File: src/rtl/decoder_arbiter.sv
// Round-robin arbiter that grants one of four requesters access to an external
// one-hot decoder, checks mode/code legality and returns the registered result.
module decoder_arbiter (
    input  logic        clk,
    input  logic        rst,
    input  logic [3:0]  req,
    input  logic [7:0]  mode_in,
    input  logic [15:0] code_in,
    output logic [3:0]  ack,
    output logic        dec_E,
    output logic [1:0]  dec_Z,
    output logic [3:0]  dec_X,
    input  logic [15:0] dec_Y,
    output logic [15:0] y_out,
    output logic        y_valid,
    output logic [1:0]  y_id,
    output logic        err,
    output logic        busy
);

    typedef enum logic [1:0] {
        IDLE  = 2'd0,
        DRIVE = 2'd1,
        RESP  = 2'd2
    } state_t;

    state_t      state_q, state_d;
    logic [1:0]  rr_ptr_q, rr_ptr_d;
    logic [1:0]  id_q, id_d;
    logic        rej_q, rej_d;
    logic [15:0] y_out_q, y_out_d;
    logic [1:0]  y_id_q, y_id_d;
    logic        dec_e_q, dec_e_d;
    logic [1:0]  dec_z_q, dec_z_d;
    logic [3:0]  dec_x_q, dec_x_d;

    logic [3:0]  req_rot;
    logic [1:0]  mode_arr [4];
    logic [3:0]  code_arr [4];
    logic        grant_found;
    logic [1:0]  grant_off;
    logic [1:0]  grant_id;
    logic [1:0]  mode_sel;
    logic [3:0]  code_sel;
    logic        grant_legal;

    // req_rot[k] is the request of requester (rr_ptr + k) mod 4, so the lowest
    // set bit of req_rot is the round-robin winner.
    for (genvar gi = 0; gi < 4; gi++) begin : g_req
        logic [1:0] src;
        assign src         = rr_ptr_q + 2'(gi);
        assign req_rot[gi] = req[src];
        assign mode_arr[gi] = mode_in[2*gi+1:2*gi];
        assign code_arr[gi] = code_in[4*gi+3:4*gi];
        assign ack[gi]      = (state_q == RESP) && (id_q == 2'(gi));
    end

    always_comb begin
        grant_found = 1'b0;
        grant_off   = 2'd0;
        for (int k = 3; k >= 0; k--) begin
            if (req_rot[k]) begin
                grant_found = 1'b1;
                grant_off   = 2'(k);
            end
        end
    end

    assign grant_id = rr_ptr_q + grant_off;
    assign mode_sel = mode_arr[grant_id];
    assign code_sel = code_arr[grant_id];

    always_comb begin
        unique case (mode_sel)
            2'b00:   grant_legal = (code_sel[3:2] == 2'b00);
            2'b01:   grant_legal = (code_sel[3] == 1'b0);
            2'b10:   grant_legal = 1'b1;
            default: grant_legal = 1'b0;
        endcase
    end

    always_comb begin
        state_d  = state_q;
        rr_ptr_d = rr_ptr_q;
        id_d     = id_q;
        rej_d    = rej_q;
        y_out_d  = y_out_q;
        y_id_d   = y_id_q;
        dec_e_d  = dec_e_q;
        dec_z_d  = dec_z_q;
        dec_x_d  = dec_x_q;
        unique case (state_q)
            IDLE: begin
                if (grant_found) begin
                    id_d = grant_id;
                    if (grant_legal) begin
                        state_d = DRIVE;
                        rej_d   = 1'b0;
                        dec_e_d = 1'b0;
                        dec_z_d = mode_sel;
                        dec_x_d = code_sel;
                    end else begin
                        // Rejected requests skip the decoder entirely.
                        state_d = RESP;
                        rej_d   = 1'b1;
                        y_out_d = 16'h0000;
                        y_id_d  = grant_id;
                    end
                end
            end
            DRIVE: begin
                state_d = RESP;
                y_out_d = dec_Y;
                y_id_d  = id_q;
                dec_e_d = 1'b1;
            end
            RESP: begin
                state_d  = IDLE;
                rr_ptr_d = id_q + 2'd1;
            end
            default: begin
                state_d = IDLE;
                dec_e_d = 1'b1;
            end
        endcase
    end

    always_ff @(posedge clk) begin
        if (rst) begin
            state_q  <= IDLE;
            rr_ptr_q <= 2'd0;
            id_q     <= 2'd0;
            rej_q    <= 1'b0;
            y_out_q  <= 16'h0000;
            y_id_q   <= 2'd0;
            dec_e_q  <= 1'b1;
            dec_z_q  <= 2'd0;
            dec_x_q  <= 4'd0;
        end else begin
            state_q  <= state_d;
            rr_ptr_q <= rr_ptr_d;
            id_q     <= id_d;
            rej_q    <= rej_d;
            y_out_q  <= y_out_d;
            y_id_q   <= y_id_d;
            dec_e_q  <= dec_e_d;
            dec_z_q  <= dec_z_d;
            dec_x_q  <= dec_x_d;
        end
    end

    assign dec_E   = dec_e_q;
    assign dec_Z   = dec_z_q;
    assign dec_X   = dec_x_q;
    assign y_out   = y_out_q;
    assign y_id    = y_id_q;
    assign y_valid = (state_q == RESP);
    assign err     = (state_q == RESP) && rej_q;
    assign busy    = (state_q != IDLE);

endmodule

File: config.mk
export PLATFORM = sky130hd
export DESIGN_NAME = decoder_arbiter
export DESIGN_NICKNAME = d
export VERILOG_FILES = /design/src/rtl/decoder_arbiter.sv
export SDC_FILE = /design/constraint.sdc
export NUM_CORES = 1
export LEC_CHECK = 0
export ABC_AREA = 1
export CORE_UTILIZATION = 45
export CTS_BUF_LIST = sky130_fd_sc_hd__clkbuf_2
export CTS_CLUSTER_DIAMETER = 50
export CTS_CLUSTER_SIZE = 20
export DETAILED_ROUTE_END_ITERATION = 8
export GPL_TIMING_DRIVEN = 0
export HOLD_SLACK_MARGIN = 0.1
export PLACE_DENSITY = 0.82
export SLEW_MARGIN = 10
export SYNTH_ARGS = -nofsm -noshare
export SYNTH_HDL_FRONTEND = slang
export SYNTH_SLANG_ARGS = --single-unit
File: constraint.sdc
create_clock -name clk -period 4.19 [get_ports clk]
set_input_delay 0.838 -clock clk [delete_from_list [all_inputs] [get_ports clk]]
set_output_delay 0.838 -clock clk [all_outputs]
set_load 0.05 [all_outputs]
; After elaboration in Yosys (flattened, before gate mapping)
; Cells that the tools add are included.
[classes]
muxes = 36
bitwise_logic = 3
magnitude_cmp = 5
n_eq_ne = 10
addsub = 5
n_reduce_logical = 15
[op_table]
columns = cell, n
row1 = $mux W16, 2
row2 = $pmux W16 S2, 1
row3 = $mux W2, 10
row4 = $lt A2 B3 Y1 const B, 4
row5 = $mux W1, 11
row6 = $reduce_and A3 Y1, 3
row7 = $bmux W1 S2, 4
row8 = $bmux W4 S2, 1
row9 = $eq A2 B2 Y1 const B, 4
row10 = $logic_not A2 Y1, 4
row11 = $mux W4, 2
row12 = $pmux W2 S2, 2
row13 = $eq A2 B1 Y1 const B, 3
row14 = $ne A2 B2 Y1 const B, 3
row15 = $logic_and A1 B1 Y1, 5
row16 = $add A2 B1 Y2 const B, 2
row17 = $add A2 B2 Y2 const B, 2
row18 = $bmux W2 S2, 1
row19 = $reduce_bool A2 Y1, 2
row20 = $ge A3 B3 Y1 const B, 1
row21 = $not A2 Y3, 1
row22 = $pmux W1 S3, 1
row23 = $add A2 B2 Y2, 1
row24 = $not A1 Y1, 2
row25 = 2 further kinds, 2
[totals]
regBits = 32
word_cells = 83

; Longest topological paths before layout
; Gate-level depths: netlist of the first run.
[depth]
ltp_word = 17
ltp_mapped = 22

; Worst setup path after synthesis of the first run
; Ideal clock, no wire load.
[synth_timing]
path_type = register to output
start = reg state_q[1]
end = out ack[0]
stages_incl_launch_ff = 5
path_slack_ns = 1.288
arrival_time_ns = 2.064
n_path_buf = 0
required_ns = 3.352
path_cell_list = dfxtp_1 > inv_1 > nor2_1 > inv_1 > nor2_1
[synth_via]
elab_chain_cells = 2
[synth_rtl]
columns = element, line
row1 = "start, declared", 27  ; state_t state_q, state_d;
row2 = "start signal, assigned", 140  ; state_q <= state_d;
row3 = $eq A2 B2 Y1, --
row4 = named net y_valid, 15  ; output logic y_valid,
row5 = $logic_and A1 B1 Y1, 55  ; assign ack[gi] = (state_q == RESP) && (id_q == 2'(gi));
row6 = "end, declared", 9  ; output logic [3:0] ack,
; The timed path passes the listed nets, and every way through them passes these cells.

; Worst setup path after layout of the first run
[layout_timing]
start = in req[1]
end = reg y_out_q[14], in the netlist y_out[14]
[layout_via]
elab_chain_cells = 15
word_cells_on_any_way = 33
classes_between = add/sub (1) / eq/ne (4) / mux (23) / bitwise (2) / reduce/logical (3)
[layout_rtl]
columns = element, line
row1 = "start, declared", 6  ; input logic [3:0] req,
row2 = $bmux W1 S2, 52  ; assign req_rot[gi] = req[src];
row3 = $mux W1 (not written as such), 52
row4 = $mux W2 (3 in a row), 62  ; if (req_rot[k]) begin
row5 = $mux W2 (*), 62
row6 = $add A2 B2 Y2 (*), 69  ; assign grant_id = rr_ptr_q + grant_off;
row7 = named net grant_id[0], 42  ; logic [1:0] grant_id;
row8 = $not A2 Y3 (not written as such) (*), "70, 71"
row9 = $bmux W2 S2 or $bmux W4 S2 (tied branches), "70, 71"
row10 = $mux W2 (not written as such) or $mux W4 (tied branches) (2 in a row), "70, 71"
row11 = $eq A2 B2 Y1 (tied with other cells), 74  ; unique case (mode_sel)
row12 = $pmux W1 S3 (*), 74
row13 = $ne A2 B2 Y1 (no line) (*), --
row14 = $reduce_and A3 Y1 (no line) (*), --
row15 = "end signal, assigned", 144  ; y_out_q <= y_out_d;
row16 = "end, declared", 31  ; logic [15:0] y_out_q, y_out_d;
; The timed path passes the listed nets; every way through them passes the cells marked *. The select of a mux whose other input is x is not followed.
; A chain may end at the register's enable or synchronous reset.

==> results of run 1 <==
## worst register-to-register path, stage by stage (launching register included)
cell	delay [ns]
dfxtp_1	0.39
buf_6	0.16
inv_6	0.06
nand2_1	0.06
nand2_2	0.06
nand2_2	0.06
nand2_2	0.08
a31oi_1	0.14
nor2_1	0.06
ha_1	0.34
inv_1	0.12
clkbuf_1	0.36
nand2_1	0.11
nand2_1	0.08
nand3_1	0.09
nand2_2	0.11
nor2_4	0.04
nand2_4	0.07
nand3_4	0.09
buf_12	0.16
nand3_2	0.06
a21oi_2	0.05
## routing by layer
layer	vias up	track usage [%]	share of wire [%]	wire [um]
met5	-	0	0	0
met4	0	7.03	1.7	78
met3	7	3.92	4.3	200
met2	49	34.1	49	2260
met1	856	24.7	45	2100
li1	1040	-	-	-
## power by group
group	internal [mW]	switching, mW
logic	0.659	1.10
clock network	0.0998	0.112
registers	0.375	0.0452
## metrics by stage
stage,cells,hold slack [ns],area [um2],power (mW)
2_1_floorplan,277,0.427,2040,1.83
3_3_place_gp,405,0.444,2870,2.17
3_5_place_dp,405,0.452,2870,2.19
4_1_cts,413,0.474,2940,2.41
5_1_grt,413,0.500,2940,2.58
6_report,413,0.477,2940,2.39
## layout make-up
| type | instances | area, um2 |
|---|---|---|
| repair buffers | 76 | 761 |
| plain buffers | 12 | 93.8 |
| fillers | 389 | 1420 |
| clock buffers | 5 | 25.0 |
| clock inverters | 3 | 42.5 |
| inverters | 28 | 110 |
| well taps | 52 | 65.1 |
| flip-flops and latches | 32 | 641 |
| multi-input cells | 205 | 1200 |
## registers in the layout, indices dropped and copies added (netlist names), 2 cells and up
register and count:
dec_X 4, dec_Z 2, id_q 2, rr_ptr_q 2, state_q 2, y_id 2, y_out 16
## layout by cell type, fill, tap and decap left out
| cell type | n |
|---|---|
| clkbuf_1 | 6 |
| nand3_2 | 18 |
| o21ai_0 | 4 |
| or2_2 | 1 |
| clkbuf_2 | 5 |
| buf_12 | 2 |
| dfxtp_1 | 32 |
| nand2_4 | 5 |
| bufinv_16 | 1 |
| buf_2 | 1 |
| o21ai_1 | 3 |
| a211oi_1 | 1 |
| nand3_4 | 2 |
| ha_1 | 5 |
| inv_2 | 2 |
| a21oi_1 | 5 |
| a31oi_1 | 1 |
| buf_4 | 2 |
| nor3_1 | 1 |
| nand3b_1 | 1 |
| nand2_1 | 92 |
| a31o_2 | 2 |
| buf_6 | 1 |
| xor2_1 | 1 |
| clkinvlp_4 | 1 |
| clkdlybuf4s50_1 | 76 |
| nand2_2 | 15 |
| nand3_1 | 15 |
| nor2_1 | 12 |
| a21oi_2 | 17 |
| nor2_2 | 1 |
| nor2_4 | 2 |
| clkinv_2 | 1 |
| mux2i_1 | 1 |
| inv_6 | 1 |
| inv_1 | 25 |
## kinds of logic (layout without fill, tap and decap cells)
family / after synthesis / count (layout) / synth area share (%)
DFF: 32 / 32 / 31.3
xor gates and xnor gates: 1 / 1 / 0.428
muxes: 1 / 1 / 0.490
and+or+nand+nor: 165 / 165 / 43.0
AOI/OAI and AO/OA: 33 / 33 / 11.8
buffers and inverters: 40 / 124 / 9.98
adders and majority gates: 5 / 5 / 3.06
## final timing paths
kind / from / end / slack (ns) / cells past startpoint
setup / recovery: req[1] / y_out[14]$_SDFFE_PP0P_ / 0.94 / 21
hold / removal: rej_q$_SDFFE_PP0P_ / rej_q$_SDFFE_PP0P_ / 0.48 / 2
setup reg to reg: rr_ptr_q[0]$_SDFFE_PP0P_ / y_out[14]$_SDFFE_PP0P_ / 1.33 / 21
hold reg to reg: rej_q$_SDFFE_PP0P_ / rej_q$_SDFFE_PP0P_ / 0.48 / 2
==> impl_metrics.env, run 1 <==
export IMPL_crit_path_max_incr_delay_ns=0.47
export IMPL_share_of_the_synthesized_area_in_the_top_cell_type_pct=31.3
export IMPL_max_slew_margin_rel_pct=54.0
export IMPL_post_cts_hold_buffer_count=0
export IMPL_wirelength_um=4640
export IMPL_antenna_diode_count=0
export IMPL_async_reset_ff_share_pct=0
export IMPL_final_hold_viol_count=0
export IMPL_instance_count_of_the_mapped_netlist=277
export IMPL_drive_above_1_share_pct=22.2
export IMPL_ys_flop_type="dfxtp_1"
export IMPL_setup_violations=0
export IMPL_number_of_clock_sinks_seen_by_cts=32
export IMPL_gr_total_overflow=0
export IMPL_drc_violations_left=0
export IMPL_cts_root_buffer="clkbuf_2"
export IMPL_cp_required_ns=4.44
export IMPL_synth_distinct_cells=31
export IMPL_cpLargestDelayFamily="buffers and inverters"
export IMPL_timing_final_ws_setup_ns=0.943
export IMPL_cts_resized_gates=0
export IMPL_post_cts_setup_buffer_count=0
export IMPL_final_tns_setup_ns=0
export IMPL_ys_seq_area_share_pct=31.3
export IMPL_fp_dieW_um=69.4
export IMPL_antenna_violating_nets_left=0
export IMPL_syn_nets=328
export IMPL_cellPowerDensity_nw_per_um2=814
export IMPL_layout_core_utilization_pct=67.5
export IMPL_crit_chain="clkdlybuf4s50_1 > inv_1 > nand2_1 > nand2_1 > nand2_1 > nand2_1 > a31oi_1 > nor2_1 > ha_1 > inv_1 > clkbuf_1 > nand2_1 > nand2_1 > nand3_1 > nand2_2 > nor2_4 > nand2_4 > nand3_4 > buf_12 > nand3_2 > a21oi_2"
export IMPL_worst_path_buf_inv=5
export IMPL_design_die_area_um2=4820
export IMPL_clk_latency_ns=0.38
export IMPL_cap_viol_max_count=0
export IMPL_detailroute_via_count=1952
export IMPL_global_route_wire_length_before_repair_um=7780
export IMPL_slowest_stage="clkdlybuf4s50_1"
export IMPL_slew_viol_final=0
export IMPL_wl_per_cell_um=11.2
export IMPL_core_area_um2=4350
export IMPL_avgSynthCellArea_um2=7.38
export IMPL_port_buffers=76
export IMPL_grt_max_degree=12
export IMPL_min_delay_path_class="flip-flop to flip-flop"
export IMPL_cp_end_kind="flip-flop"
export IMPL_setup_worst_path_class="input pin to flip-flop"
export IMPL_gr_usage_all_layers_pct=19.9
export IMPL_detailedPlacementHpwl_um=3560
export IMPL_antenna_found_initial=0
export IMPL_layout_area_overhead_vs_synth_pct=43.7
export IMPL_ioPinCount=78
export IMPL_vdd_drop_max_uv=527
export IMPL_clock_tree_htree_level_count=2
export IMPL_preCtsSetupSlack_ns=0.495
export IMPL_p_leak_nw=1.24
export IMPL_synth_yosys_warnings=0
export IMPL_clkTransAtPathRegs_ns=0.17
export IMPL_drt_initial_drc_count=111
export IMPL_yosys_top_cells_area="dfxtp_1, nand2_1, nand3_2"
export IMPL_drt_first_pass_iters=4
export IMPL_mappedNetlistArea_um2=2040
export IMPL_final_worst_path_period_share_pct=77.5
export IMPL_final_period_minus_worst_setup_slack_ns=3.25
export IMPL_crit_path_frequent_cell="nand2_1"
export IMPL_synth_top_cells_by_count="nand2_1, dfxtp_1, inv_1, nand3_2, a21oi_2"
export IMPL_worst_slew_pin_slew_ns=0.690
export IMPL_run_status="finished clean"
export IMPL_crit_path_max_fo=10
export IMPL_synth_most_common_cell="nand2_1"
export IMPL_cts_inserted_buffers=5
export IMPL_synth_enable_flop_cells=0
export IMPL_cts_max_path_buffers=2
export IMPL_start_util_pct=47.0
export IMPL_routability_cong=0.772
export IMPL_max_clock_freq_ghz=0.308
export IMPL_fin_worst_skew_ns=0.0282
export IMPL_worst_ep_arrival_time_ns=3.50
export IMPL_drt_vias_per_instance=4.73
export IMPL_synth_seq_cells=32
export IMPL_cp_start_kind="input pin"
export IMPL_synth_largest_area_cell="dfxtp_1"
export IMPL_std_cell_rows=24
export IMPL_tritoncts_clock_tree="yes"
export IMPL_finalNetCount=411
export IMPL_grt_pass1_vias=1806
export IMPL_dieHeight_um=69.4
export IMPL_rsz0062_at_grt="false"
(Power assumes the default switching activity.)
==> inputs of run 2 (changes only) <==
clock period = 3.2 ns   (was 4.19 ns; I/O delays follow)
==> run 2 against run 1 <==
Register-to-register slack worse by 0.87 ns. Non-clock buffer count is 1 lower. Clock power grew 31%. Largest power group unchanged.
==> impl_metrics.env, run 2 (same netlist as run 1, synthesis figures left out) <==
export IMPL_finalNetCount=410
export IMPL_run_status="finished clean"
export IMPL_setup_worst_path_class="input pin to flip-flop"
export IMPL_global_route_wire_length_before_repair_um=7780
export IMPL_fin_worst_skew_ns=0.0282
export IMPL_core_area_um2=4350
export IMPL_cp_required_ns=3.50
export IMPL_power_mw=3.13
export IMPL_grt_pass1_vias=1806
export IMPL_cap_viol_max_count=0
export IMPL_dieHeight_um=69.4
export IMPL_slowest_stage="clkdlybuf4s50_1"
export IMPL_cp_start_kind="input pin"
export IMPL_final_hold_viol_count=0
export IMPL_p_sw_mw=1.65
export IMPL_std_cell_rows=24
export IMPL_fp_dieW_um=69.4
export IMPL_start_util_pct=47.0
export IMPL_antenna_found_initial=0
export IMPL_max_slew_margin_rel_pct=54.0
export IMPL_wl_per_cell_um=11.3
export IMPL_slew_viol_final=0
export IMPL_clock_tree_htree_level_count=2
export IMPL_detailedPlacementHpwl_um=3560
export IMPL_most_common_cell_after_layout_fill_and_taps_aside="nand2_1"
export IMPL_whs_ns=0.477
export IMPL_worst_slew_pin_slew_ns=0.690
export IMPL_routability_cong=0.772
export IMPL_crit_chain="clkdlybuf4s50_1 > inv_1 > nand2_1 > nand2_1 > nand2_1 > nand2_1 > a31oi_1 > nor2_1 > ha_1 > inv_1 > nand2_1 > nand2_1 > nand3_1 > nand2_4 > nand2_2 > nand3_4 > buf_12 > nand3b_1 > nand2_1 > inv_1"
export IMPL_crit_path_max_incr_delay_ns=0.47
export IMPL_gr_usage_all_layers_pct=19.9
export IMPL_cellPowerDensity_nw_per_um2=1070
export IMPL_crit_path_max_fo=13
export IMPL_max_clock_freq_ghz=0.342
export IMPL_placed_cells=405
export IMPL_fraction_of_power_spent_switching_nets_pct=52.6
export IMPL_final_period_minus_worst_setup_slack_ns=2.93
export IMPL_gr_total_overflow=0
export IMPL_cts_resized_gates=0
export IMPL_cp_end_kind="flip-flop"
export IMPL_post_cts_setup_buffer_count=0
export IMPL_worst_path_buf_inv=5
export IMPL_drt_vias_per_instance=4.73
export IMPL_worst_ep_arrival_time_ns=3.23
export IMPL_vdd_drop_max_uv=691
export IMPL_largest_register_ffs=16
export IMPL_cts_inserted_buffers=5
export IMPL_min_delay_path_class="flip-flop to flip-flop"
export IMPL_design_die_area_um2=4820
export IMPL_antenna_diode_count=0
export IMPL_setup_violations=0
export IMPL_cts_max_path_buffers=2
export IMPL_clock_power_share_pct=8.9
export IMPL_layout_core_utilization_pct=67.4
export IMPL_cpLargestDelayFamily="simple AND/OR/NAND/NOR gates"
export IMPL_sequentialPowerShare_pct=17.6
export IMPL_layout_area_overhead_vs_synth_pct=43.6
export IMPL_placement_cell_area_um2=2870
export IMPL_antenna_violating_nets_left=0
export IMPL_post_cts_hold_buffer_count=0
export IMPL_rsz0062_at_grt="false"
export IMPL_port_buffers=76
export IMPL_final_worst_path_period_share_pct=91.5
export IMPL_final_area_um2=2940
export IMPL_wirelength_um=4640
export IMPL_cts_root_buffer="clkbuf_2"
export IMPL_clk_latency_ns=0.38
export IMPL_detailroute_via_count=1949
export IMPL_number_of_clock_sinks_seen_by_cts=32
export IMPL_final_cell_mix="nand2_1, clkdlybuf4s50_1, dfxtp_1, inv_1, nand3_2"
export IMPL_tritoncts_clock_tree="yes"
export IMPL_drive_above_1_share_pct=22.5
export IMPL_cellInternalPower_mw=1.48
export IMPL_drt_first_pass_iters=4
export IMPL_grt_max_degree=12
export IMPL_drc_violations_left=0
export IMPL_post_layout_nonfiller_instances=412
export IMPL_clkTransAtPathRegs_ns=0.17
export IMPL_drt_initial_drc_count=111
export IMPL_p_leak_nw=1.24
export IMPL_ioPinCount=78
export IMPL_combinationalPowerShare_pct=73.5
export IMPL_crit_path_frequent_cell="nand2_1"
==> run 2: worst min-delay path: stages, from the launching register on <==
cell and delay [ns]:
dfxtp_1 0.33, inv_1 0.07, a21oi_1 0.06
==> run 2: final cells by class <==
cell class | instances | area [um2]
Tap cell | 52 | 65.1
Timing Repair Buffer | 76 | 761
Clock inverter | 3 | 42.5
Sequential cell | 32 | 641
Buffer | 11 | 91.3
Clock buffer | 5 | 25.0
Fill cell | 387 | 1420
Multi-Input combinational cell | 205 | 1200
Inverter | 28 | 110
==> run 2: worst paths after layout <==
check | end | slack, ns | depth (start not counted) | from
worst min-delay path | rej_q$_SDFFE_PP0P_ | 0.48 | 2 | rej_q$_SDFFE_PP0P_
worst max-delay path | y_id[1]$_SDFFE_PP0P_ | 0.27 | 20 | req[1]
worst min register to register | rej_q$_SDFFE_PP0P_ | 0.48 | 2 | rej_q$_SDFFE_PP0P_
worst max register to register | y_id[1]$_SDFFE_PP0P_ | 0.46 | 20 | rr_ptr_q[0]$_SDFFE_PP0P_
==> run 2: routing by layer <==
metal	up-vias	part of all wire, %	global-route usage (%)
li1	1038	-	-
met1	855	45	24.7
met2	49	49	34.1
met3	7	4.3	3.92
met4	0	1.7	7.03
met5	-	0	0
==> run 2: power by group through the flow <==
stage / logic, mW / registers (mW) / clock network [mW]
finish: 2.30 / 0.550 / 0.277
global route: 2.51 / 0.561 / 0.304
CTS: 2.32 / 0.550 / 0.285
detailed placement: 2.31 / 0.558 / 0
global placement: 2.28 / 0.557 / 0
floorplan: 1.67 / 0.728 / 0
==> run 2: metrics by stage <==
step                setup WS (ns)  setup TNS (ns)
floorplan                   0.496               0
global placement           -0.255           -5.49
detailed placement         -0.297           -6.58
CTS                         0.157               0
global route               0.0565               0
finish                      0.272               0
==> inputs of run 3 (changes only) <==
TNS_END_PERCENT = 50   (was not set)
==> results of run 3 <==
Same layout as run 2: the final DEF is identical, and so are final timing and power.
